[config.mk]
export PLATFORM = sky130hd
export DESIGN_NAME = if_imem_loader
export DESIGN_NICKNAME = d
export VERILOG_FILES = /design/src/rtl/if_imem_loader.sv
export SDC_FILE = /design/constraint.sdc
export NUM_CORES = 1
export LEC_CHECK = 0
export CORE_MARGIN = 2
export CORE_UTILIZATION = 50
export DETAILED_ROUTE_END_ITERATION = 12
export DONT_BUFFER_PORTS = 1
export HOLD_SLACK_MARGIN = 0.06
export PLACE_DENSITY_LB_ADDON = 0.12
export SYNTH_ARGS = -nofsm -noshare
export SYNTH_HDL_FRONTEND = slang
export SYNTH_SLANG_ARGS = --single-unit
[constraint.sdc]
create_clock -name Clk -period 4.9 [get_ports Clk]
set_clock_uncertainty 0.1 [all_clocks]
set_input_delay 0.49 -clock Clk [delete_from_list [all_inputs] [get_ports Clk]]
set_output_delay 0.49 -clock Clk [all_outputs]
set_load 0.05 [all_outputs]
[src/rtl/if_imem_loader.sv]
// Boot-time IF-stage instruction-memory loader: assembles a big-endian byte stream into 32-bit words
// written to consecutive addresses from 0. Define CHECKSUM_EN to require a trailing XOR checksum byte.
module if_imem_loader #(
   parameter int ADDR_WIDTH = 10
) (
   input  logic                  Clk,
   input  logic                  Reset_n,
   input  logic                  Load_Start,
   input  logic                  Byte_Valid,
   input  logic [7:0]            Byte_Data,
   output logic                  Byte_Ready,
   output logic                  Imem_Write_En,
   output logic [ADDR_WIDTH-1:0] Imem_Write_Addr,
   output logic [31:0]           Imem_Write_Data,
   output logic                  CPU_Hold,
   output logic                  Load_Done,
   output logic                  Load_Error
);

   localparam logic [16:0] DEPTH = 17'd1 << ADDR_WIDTH;

   typedef enum logic [2:0] {
      S_IDLE   = 3'd0,
      S_LEN_HI = 3'd1,
      S_LEN_LO = 3'd2,
      S_DATA   = 3'd3,
`ifdef CHECKSUM_EN
      S_CHK    = 3'd4,
`endif
      S_DONE   = 3'd5,
      S_ERROR  = 3'd6
   } state_t;

   state_t                r_state;
   state_t                w_nextState;
   logic [7:0]            r_countHi;
   logic [15:0]           r_wordsLeft;
   logic [ADDR_WIDTH-1:0] r_wordIdx;
   logic [ADDR_WIDTH-1:0] r_wrAddr;
   logic [1:0]            r_byteIdx;
   logic [23:0]           r_shift;
   logic [31:0]           r_wrData;
   logic                  r_wrEn;
   logic                  w_take;
   logic [15:0]           w_count;
`ifdef CHECKSUM_EN
   logic [7:0]            r_chk;
`endif

   assign w_take          = Byte_Valid & Byte_Ready;
   assign w_count         = {r_countHi, Byte_Data};
   assign Imem_Write_En   = r_wrEn;
   assign Imem_Write_Addr = r_wrAddr;
   assign Imem_Write_Data = r_wrData;

   always_ff @(posedge Clk or negedge Reset_n) begin
      if (!Reset_n) r_state <= S_IDLE;
      else          r_state <= w_nextState;
   end

   // Without a checksum, DATA lingers one cycle with nothing left so Load_Done follows the final strobe.
   always_comb begin
      w_nextState = r_state;
      Byte_Ready  = 1'b0;
      CPU_Hold    = 1'b0;
      Load_Done   = 1'b0;
      Load_Error  = 1'b0;
      case (r_state)
         S_IDLE: begin
            if (Load_Start) w_nextState = S_LEN_HI;
         end
         S_LEN_HI: begin
            Byte_Ready = 1'b1;
            CPU_Hold   = 1'b1;
            if (Byte_Valid) w_nextState = S_LEN_LO;
         end
         S_LEN_LO: begin
            Byte_Ready = 1'b1;
            CPU_Hold   = 1'b1;
            if (Byte_Valid) begin
               if (w_count == 16'd0) begin
`ifdef CHECKSUM_EN
                  w_nextState = S_CHK;
`else
                  w_nextState = S_DONE;
`endif
               end else if ({1'b0, w_count} > DEPTH) begin
                  w_nextState = S_ERROR;
               end else begin
                  w_nextState = S_DATA;
               end
            end
         end
         S_DATA: begin
            Byte_Ready = (r_wordsLeft != 16'd0);
            CPU_Hold   = 1'b1;
`ifdef CHECKSUM_EN
            if (w_take && (r_byteIdx == 2'd3) && (r_wordsLeft == 16'd1)) w_nextState = S_CHK;
`else
            if (r_wordsLeft == 16'd0) w_nextState = S_DONE;
`endif
         end
`ifdef CHECKSUM_EN
         S_CHK: begin
            Byte_Ready = 1'b1;
            CPU_Hold   = 1'b1;
            if (Byte_Valid) w_nextState = (Byte_Data == r_chk) ? S_DONE : S_ERROR;
         end
`endif
         S_DONE: begin
            Load_Done = 1'b1;
            if (Load_Start) w_nextState = S_LEN_HI;
         end
         S_ERROR: begin
            Load_Error = 1'b1;
            CPU_Hold   = 1'b1;
            if (Load_Start) w_nextState = S_LEN_HI;
         end
         default: w_nextState = S_IDLE;
      endcase
   end

   always_ff @(posedge Clk or negedge Reset_n) begin
      if (!Reset_n) begin
         r_countHi   <= '0;
         r_wordsLeft <= '0;
         r_wordIdx   <= '0;
         r_wrAddr    <= '0;
         r_byteIdx   <= '0;
         r_shift     <= '0;
         r_wrData    <= '0;
         r_wrEn      <= 1'b0;
`ifdef CHECKSUM_EN
         r_chk       <= '0;
`endif
      end else begin
         r_wrEn <= 1'b0;
         if ((r_state == S_LEN_HI) && w_take) r_countHi <= Byte_Data;
         if ((r_state == S_LEN_LO) && w_take) begin
            r_wordsLeft <= w_count;
            r_wordIdx   <= '0;
            r_byteIdx   <= '0;
`ifdef CHECKSUM_EN
            r_chk       <= '0;
`endif
         end
         if ((r_state == S_DATA) && w_take) begin
            r_byteIdx <= r_byteIdx + 2'd1;
`ifdef CHECKSUM_EN
            r_chk     <= r_chk ^ Byte_Data;
`endif
            if (r_byteIdx == 2'd3) begin
               r_wrEn      <= 1'b1;
               r_wrAddr    <= r_wordIdx;
               r_wrData    <= {r_shift, Byte_Data};
               r_wordIdx   <= r_wordIdx + ADDR_WIDTH'(1);
               r_wordsLeft <= r_wordsLeft - 16'd1;
            end else begin
               r_shift <= {r_shift[15:0], Byte_Data};
            end
         end
      end
   end

endmodule
==> metrics.yaml, run 1 <==
outcome: "complete, no violations"
critical_path_arrival_ns: 2.59
fmax_mhz: 314
cts_setup_buffers: 0
grt-ovfl-total: 0
fillers: 928
peakVddDrop_uv: 262
fin_nets: 478
timing.rr.end: "r_wordsLeft[11]"
drive_above_1_share_pct: 16.3
syn_avg_cell_area_sq_um: 10.4
crit_start: "r_wordsLeft[7]"
crit_path_end_kind: "output port"
multi_input_area_sq_mm: 0.00208
crit_type: "register to output port"
firstDrtPassIters: 4
period_minus_slack_ns: 3.18
rsz0062_at_grt: "no"
startpoint_type: "register"
place_area_sq_mm: 0.00494
synth_nets: 487
syn2layout_area_growth_pct: 5.48
netlist_instances: 471
cts_buffers: 9
min_path_cells: 1
synth_area_leaders: "dfrtp_1 (54%), nand2_1 (11%), mux2_4 (6.1%), mux2_2 (3.0%), o221a_2 (2.1%)"
dieWidth_um: 103
antenna_found_initial: 0
worst_hold_path_type: "input pin to register"
hpwl_mm: 6.48
setup_viol: 0
cap_violations: 0
slowest_stage: "nor4_2"
drc_errors: 0
grt_pass1_vias: 3188
power_leakage_nw: 2.41
clkSinkCount: 106
routedWlPerCell_um: 16.9
cts_tree: "done"
clk_latency_ns: 0.37
hp-start: "Load_Start"
max-slew-margin-rel_pct: 31.5
rows: 36
via_per_inst: 5.53
dieArea_sq_mm: 0.0106
cp_max_fo: 11
routed-via-count: 3320
n_antenna_cell: 0
first_iter_violations: 217
grt_max_degree: 107
ys_seq_elements: 106
seq_area_sq_mm: 0.00265
gp_congestion: 0.918
cts_hold_buf: 2
cts_root_buffer: "clkbuf_8"
crit_chain: "nor4_2 -> and4_1 -> and3_1 -> nor3_2"
worstHoldEndpoint: "r_state[2]"
async_reset_ff_share_pct: 100
clk_pin_slew_ns: 0.11
rr_startpoint: "r_wordsLeft[7]"
synthesis.area_sq_mm: 0.00488
synth-edff-count: 0
timing.setup.tns_ns: 0
cts_resized: 0
synth_most_common_cell: "nand2_1"
seq_area_frac_synth_pct: 54.3
powerDensity_mw_per_mm2: 523
start_util_pct: 50.7
r2r_slack_ns: 1.89
routed_wl_mm: 10.1
slowest_delay_ns: 0.90
yosys.area.top_type: "dfrtp_1"
synth_top_area_share_pct: 54.3
r2r_cells: 6
worstMarginPinSlew_ns: 1.02
synth_flop_cell: "dfrtp_1"
port_buffers: 0
maxSlewViolCount: 0
ioPinCount: 59
htreeDepth: 3
worstPathRequired_ns: 4.31
final_antenna_net_count: 0
netlist_top_cells_count: "nand2_1 (149), dfrtp_1 (106), mux2_4 (20), nand3_1 (18), nor2_1 (16)"
grt_pass1_wl_mm: 16.6
yosysUniqueCellTypes: 55
yosysWarnings: 0
die_h_um: 103
core_area_sq_mm: 0.00964
fin_area_sq_mm: 0.00515
track_usage_pct: 20.5
cts_buffer_depth: 2
fin_crit_sh_pct: 64.9
finalHoldViolCount: 0
-- worst max path at each step --
stage | to | slack, ns
2_1_floorplan | Byte_Ready | 1.99
3_3_place_gp | r_wordsLeft[11] | 2.01
4_1_cts | Byte_Ready | 1.69
5_1_grt | Byte_Ready | 1.49
6_report | Byte_Ready | 1.72
3_5_place_dp | r_wordsLeft[11] | 1.90
-- cell usage in the layout, fill, tap and decap left out, types with 6 or more instances in the layout --
master,instances
mux2_2,13
mux2_4,20
nand3_1,18
nand2_1,149
o221a_2,9
nand4_1,8
nor3_1,9
clkbuf_8,9
nor2_1,16
a21oi_1,13
inv_1,6
dfrtp_1,106
o21ai_0,12
-- stage by stage --
stage | hold WS [ns] | power [mW] | instances | util [%] | worst slack (ns)
floorplan | 0.0944 | 2.04 | 471 | - | 1.99
global placement | 0.0974 | 2.16 | 582 | 51.2 | 2.01
detailed placement | 0.0977 | 2.19 | 582 | 51.2 | 1.90
CTS | 0.0982 | 2.71 | 600 | 53.4 | 1.69
global route | 0.0928 | 2.86 | 600 | 53.4 | 1.49
finish | 0.115 | 2.69 | 600 | 53.4 | 1.72
-- layout make-up --
| type | count | area share (%) |
|---|---|---|
| clock buffer | 9 | 2.40 |
| timing repair buffer | 3 | 0.874 |
| clock inverter | 7 | 1.02 |
| multi-input combinational | 335 | 40.5 |
| tap | 133 | 3.23 |
| inverter | 7 | 0.510 |
| sequential | 106 | 51.5 |
-- routing by layer --
metal  wire length [um]  GRT usage, %
met5                  0             0
met4                162          7.89
met3                480          4.14
met2               4450          30.4
met1               5030          29.9
-- registers in the layout, indices dropped and copies added (netlist names) --
name	count
r_wordIdx	10
Imem_Write_En	1
r_state	3
Imem_Write_Addr	10
r_shift	24
r_countHi	8
r_wordsLeft	16
Imem_Write_Data	32
r_byteIdx	2
-- kinds of logic (layout without fill, tap and decap cells) --
kind of cell,after synthesis,after routing,synth area share (%)
AND/OR/NAND/NOR,232,232,22.3
flip-flops,106,106,54.3
AO/OA/AOI/OAI,61,61,8.87
multiplexers,34,34,9.35
buffers and inverters,30,26,3.41
adder cells (fa/ha/maj),4,4,1.02
XOR/XNOR,4,4,0.717
-- where the power goes --
group	switching, mW	internal, mW	total, mW
sequential	0.399	1.12	1.52
combinational	0.317	0.361	0.678
clock	0.306	0.190	0.496
total	1.02	1.67	2.69
-- worst max-delay path: cells and delay by family, from the launching register on --
| family | cells | cell delay [ns] |
|---|---|---|
| AND/OR/NAND/NOR | 4 | 1.78 |
| flip-flops | 1 | 0.44 |
Power figures use the tool's default switching activity.
==> run 2: changes to the inputs <==
--- a/config.mk
+++ b/config.mk
@@ -5,6 +5,7 @@
 export SDC_FILE = /design/constraint.sdc
 export NUM_CORES = 1
 export LEC_CHECK = 0
+export ABC_AREA = 1
 export CORE_MARGIN = 2
 export CORE_UTILIZATION = 50
 export DETAILED_ROUTE_END_ITERATION = 12
==> constraint.sdc (replaced) <==
create_clock -name Clk -period 3.05 [get_ports Clk]
set_clock_uncertainty 0.1 [all_clocks]
set_input_delay 0.305 -clock Clk [delete_from_list [all_inputs] [get_ports Clk]]
set_output_delay 0.305 -clock Clk [all_outputs]
set_load 0.05 [all_outputs]
==> metrics.yaml, run 2 <==
hpwl_mm: 8.66
fillers: 1058
start_util_pct: 51.4
syn2layout_area_growth_pct: 6.24
path_common_cell: "nand2_1"
p_sw_mw: 2.00
period_minus_slack_ns: 2.42
cts_setup_buffers: 0
yosys.area_share.xor_xnor_pct: 1.72
seq_area_frac_synth_pct: 47.4
largest_reg_flops: 32
finalHoldViolCount: 0
cp_max_fo: 24
syn_avg_cell_area_sq_um: 7.39
crit_type: "register to register"
rsz0062_at_grt: "no"
netlist_top_cells_count: "nand2_1 (337), dfrtp_1 (106), nand4_1 (69), inv_1 (46), nor2_1 (38)"
synthSimpleGateAreaFrac_pct: 38.0
switching_share_pct: 43.6
clk_latency_ns: 0.38
clk_pin_slew_ns: 0.10
worstMarginPinSlew_ns: 0.869
final_antenna_net_count: 0
die_h_um: 110
routed_wl_mm: 13.6
critical_path_arrival_ns: 2.65
crit_chain: "inv_2 -> nand2_1 -> nor2_2 -> nand2_1 -> buf_4 -> o21ai_1 -> nand2_1 -> o21ai_1 -> nand2_1 -> nand2_1"
cap_violations: 0
max-slew-margin-rel_pct: 41.9
internal_power_mw: 2.60
powerDensity_mw_per_mm2: 774
slowest_stage: "nand2_1"
htreeDepth: 3
share_comb_of_total_power_pct: 37.6
worstPathRequired_ns: 3.28
fmax_mhz: 412
synth-edff-count: 0
crit_path_end_kind: "register"
cts_buffer_depth: 2
drc_errors: 0
final_common_cell: "nand2_1"
fin_nets: 758
core_area_sq_mm: 0.0109
finalPower_mw: 4.60
firstDrtPassIters: 5
cts_buffers: 9
timing.setup.tns_ns: 0
dieArea_sq_mm: 0.0121
synth_most_common_cell: "nand2_1"
synth_compound_area_share_pct: 4.29
final_cell_mix: "nand2_1 (337), dfrtp_1 (106), nand4_1 (69)"
drive_above_1_share_pct: 5.89
async_reset_ff_share_pct: 100
grt_max_degree: 107
synthesis.area_sq_mm: 0.00560
n_antenna_cell: 0
crit_buf_inv: 2
clkSinkCount: 106
yosysUniqueCellTypes: 28
routedWlPerCell_um: 15.3
via_per_inst: 5.44
first_iter_violations: 331
dieWidth_um: 110
peakVddDrop_uv: 343
ioPinCount: 59
cts_tree: "done"
maxSlewViolCount: 0
synth_top_area_share_pct: 47.4
hold_slack_ns: 0.0645
yosys.area.top_type: "dfrtp_1"
power_leakage_nw: 3.19
rows: 38
fin_crit_sh_pct: 79.5
antenna_found_initial: 0
grt_pass1_vias: 4571
port_buffers: 0
p_clk_share_pct: 19.0
startpoint_type: "register"
ys_seq_elements: 106
gp_congestion: 0.872
synth_nets: 773
routed-via-count: 4825
synth_fa_ha_area_share_pct: 0.894
netlist_instances: 757
track_usage_pct: 23.9
cts_root_buffer: "clkbuf_8"
seqPwrFrac_pct: 43.3
synth_flop_cell: "dfrtp_1"
synth_mux_area_share_pct: 0
worst_hold_path_type: "input pin to register"
slowest_delay_ns: 0.54
synth_top_family_by_area: "simple AND/OR/NAND/NOR gates"
grt-ovfl-total: 0
setup_viol: 0
grt_pass1_wl_mm: 22.4
synth_area_leaders: "dfrtp_1 (47%), nand2_1 (23%), nand4_1 (7.7%), nand3_1 (3.1%), inv_1 (3.1%)"
outcome: "complete, no violations"
yosysWarnings: 0
crit_family: "simple AND/OR/NAND/NOR gates"
-- run 2: cell count changes in the layout (fill, tap and decap cells not counted), sizes merged, moves of 11 or more --
cell	before	now
nand2	151	340
nand4	9	71
inv	10	55
mux2	33	0
o21ai	15	43
nor2	17	41
nand3	18	36
a21oi	14	3
-- run 2: final timing paths --
kind | start | end | slack, ns | cells after the start
min in group asynchronous | Reset_n | r_shift[6] | 0.43 | 2
setup reg to reg | r_state[0] | r_wordsLeft[8] | 0.63 | 10
hold reg to reg | r_shift[18] | r_shift[18] | 0.39 | 2
hold / removal | Byte_Data[2] | r_wordsLeft[2] | 0.06 | 4
setup / recovery | r_state[0] | r_wordsLeft[8] | 0.63 | 10
max in group asynchronous | Reset_n | r_state[2] | 2.01 | 2
-- run 2: cells by family (layout without fill, tap and decap cells) --
family | count (synthesis) | in the layout
flip-flops | 106 | 106
adder cells (fa/ha/maj) | 4 | 4
XOR/XNOR | 11 | 11
buffers and inverters | 98 | 88
AND/OR/NAND/NOR | 491 | 491
AO/OA/AOI/OAI | 47 | 47
-- run 2: worst min-delay path, delay by kind of cell --
kind,cells,cell delay [ns]
AND/OR/NAND/NOR,4,0.21
-- run 2: metal layers --
layer / up-vias / global-route usage [%] / wire (um)
li1: 2406 / - / -
met1: 2298 / 31.4 / 6160
met2: 104 / 39.7 / 6530
met3: 17 / 5.33 / 714
met4: 0 / 6.78 / 180
met5: - / 0 / 0
-- run 2: cell type report --
class                      instances  area, sq um  area share, %
tap                              140          175           2.95
clock inverter                     5         45.0          0.757
inverter                          53          199           3.35
timing repair buffer              19          198           3.32
clock buffer                      11          151           2.55
sequential                       106         2650           44.6
multi-input combinational        553         2530           42.5
-- run 2: timing repair --
action	in CTS	in global routing
hold buffers	10	0
resized for setup	0	0
hold endpoints to repair	130	0
-- run 2: per-stage QoR --
step | utilization [%] | area [sq um] | instances | setup WS (ns)
after global placement | 51.7 | 5630 | 861 | 0.740
after detailed placement | 51.7 | 5630 | 861 | 0.668
after global routing | 54.6 | 5950 | 887 | 0.361
final | 54.6 | 5950 | 887 | 0.625
after floorplan | - | 5600 | 757 | 1.27
after CTS | 54.6 | 5950 | 887 | 0.652
-- run 2: power groups by stage --
stage	logic [mW]	registers [mW]	clock network [mW]
floorplan	1.41	1.93	0
global placement	1.63	2.00	0
detailed placement	1.68	2.01	0
CTS	1.73	1.99	0.889
global route	1.98	2.03	0.958
finish	1.73	1.99	0.876
==> run 3: changes to the inputs <==
--- a/config.mk
+++ b/config.mk
@@ -5,7 +5,7 @@
 export SDC_FILE = /design/constraint.sdc
 export NUM_CORES = 1
 export LEC_CHECK = 0
-export ABC_AREA = 1
+export ABC_AREA = 0
 export CORE_MARGIN = 2
 export CORE_UTILIZATION = 50
 export DETAILED_ROUTE_END_ITERATION = 12
==> constraint.sdc (replaced) <==
create_clock -name Clk -period 2 [get_ports Clk]
set_clock_uncertainty 0.1 [all_clocks]
set_input_delay 0.2 -clock Clk [delete_from_list [all_inputs] [get_ports Clk]]
set_output_delay 0.2 -clock Clk [all_outputs]
set_load 0.05 [all_outputs]
==> metrics.yaml, run 3 (synthesis results as in run 1) <==
layout.cells.non_filler: 695
p_clk_share_pct: 17.3
drive_above_1_share_pct: 46.8
fin_nets: 573
fin_crit_sh_pct: 111
crit_start: "r_wordsLeft[7]"
cp_max_fo: 6
core_area_sq_mm: 0.00964
setup_viol: 64
post-place-ws_ns: -0.281
via_per_inst: 5.66
grt_pass1_vias: 3656
start_util_pct: 50.7
first_iter_violations: 204
finalPower_mw: 7.66
rr_startpoint: "r_wordsLeft[7]"
rows: 36
fmax_mhz: 449
cts_root_buffer: "clkbuf_8"
r2r_slack_ns: -0.23
clk_pin_slew_ns: 0.11
worst_slack_ns: -0.226
outcome: "finished with violations"
firstDrtPassIters: 4
crit_type: "register to register"
finalHoldViolCount: 106
routed-via-count: 3936
n_antenna_cell: 0
worstPathRequired_ns: 2.17
share_comb_of_total_power_pct: 34.4
internal_power_mw: 4.68
timing.setup.tns_ns: -6.91
powerDensity_mw_per_mm2: 1120
worstMarginPinSlew_ns: 0.565
syn2layout_area_growth_pct: 39.6
dieArea_sq_mm: 0.0106
timing.rr.end: "r_wordsLeft[11]"
peakVddDrop_uv: 535
violations: "negative hold slack, negative setup slack"
switching_share_pct: 38.9
grt_pass1_wl_mm: 19.4
fin_area_sq_mm: 0.00682
cts_buffer_depth: 2
gp_congestion: 0.917
hold_slack_ns: -0.600
fillers: 704
final_cell_mix: "dfrtp_1 (104), nand2_1 (81), nand2_2 (49)"
dp_cells: 623
multi_input_area_sq_mm: 0.00260
crit_path_end_kind: "register"
largest_reg_flops: 32
worst_hold_path_type: "input pin to async pin"
rsz0062_at_grt: "yes"
port_buffers: 0
hpwl_mm: 7.40
drc_errors: 0
cts_buffers: 9
cap_violations: 0
seq_area_sq_mm: 0.00266
startpoint_type: "register"
seqPwrFrac_pct: 48.3
cts_tree: "done"
maxSlewViolCount: 0
ioPinCount: 59
routed_wl_mm: 14.0
final_antenna_net_count: 0
htreeDepth: 3
grt-ovfl-total: 0
r2r_cells: 10
critical_path_arrival_ns: 2.40
p_sw_mw: 2.98
utilization_pct: 70.7
clkSinkCount: 106
grt_max_degree: 107
clk_latency_ns: 0.39
final_common_cell: "dfrtp_1"
antenna_found_initial: 0
power_leakage_nw: 3.21
track_usage_pct: 24.5
routedWlPerCell_um: 20.2
max-slew-margin-rel_pct: 62.3
place_area_sq_mm: 0.00528
dieWidth_um: 103
die_h_um: 103
cts_hold_buf: 10
period_minus_slack_ns: 2.23
## run 3: changes by cell type in the layout (fill, tap and decap cells not counted), moves of 20 or more
cell     previous run  this run
mux2_4              0        20
buf_6               0        23
nand2_2             2        49
nor2_1             38        16
buf_4               8        40
nand2_1           337        81
o21ai_1            28         6
nand4_1            69         8
inv_1              46         5
## run 3: power groups by stage
stage	Combinational, mW	Sequential (mW)	Clock, mW
after floorplan	1.53	3.48	0
after detailed placement	2.14	3.61	0
after global placement	2.06	3.59	0
after CTS	2.31	3.57	1.31
final	2.64	3.70	1.32
after global routing	2.83	3.77	1.41
## run 3: worst max path at each step
stage | endpoint | slack (ns) | cells after the start
after floorplan | Byte_Ready | -0.19 | 7
after global placement | r_shift[3] | -0.22 | 7
after detailed placement | r_shift[0] | -0.28 | 7
after CTS | Byte_Ready | -0.23 | 7
after global routing | Byte_Ready | -0.30 | 6
final | r_wordsLeft[11] | -0.23 | 10
## run 3: layer usage
layer	vias to the layer above	track usage, %	share of wire (%)
met5	-	0	0
met4	0	9.51	2.7
met3	31	6.10	5.9
met2	124	37.9	48
met1	1973	33.4	43
li1	1808	-	-
## run 3: final cells by class
cell class              instances  area share (%)
repair buffers                 96            17.0
repair inverters                1           0.239
multi-input cells             336            38.1
flip-flops and latches        106            39.0
inverters                       7           0.569
well taps                     133            2.44
clock inverters                 5           0.661
clock buffers                  11            2.07
## run 3: critical path: stages (launching register included)
cell and delay (ns):
dfrtp_1 0.42, nor4_4 0.38, buf_4 0.18, buf_6 0.09, nand4_4 0.08, buf_6 0.16, nand2_8 0.13, buf_8 0.15
buf_6 0.11, nor3_2 0.05, a221o_1 0.27
## run 3: repair_timing
| action | 4_1_cts | 5_1_grt |
|---|---|---|
| gates cloned | 6 | 8 |
| buffers inserted | 15 | 25 |
| pin swaps | 26 | 68 |
| hold endpoints to repair | 141 | 106 |
| setup endpoints to repair | 46 | 93 |
| gates resized for setup | 50 | 147 |
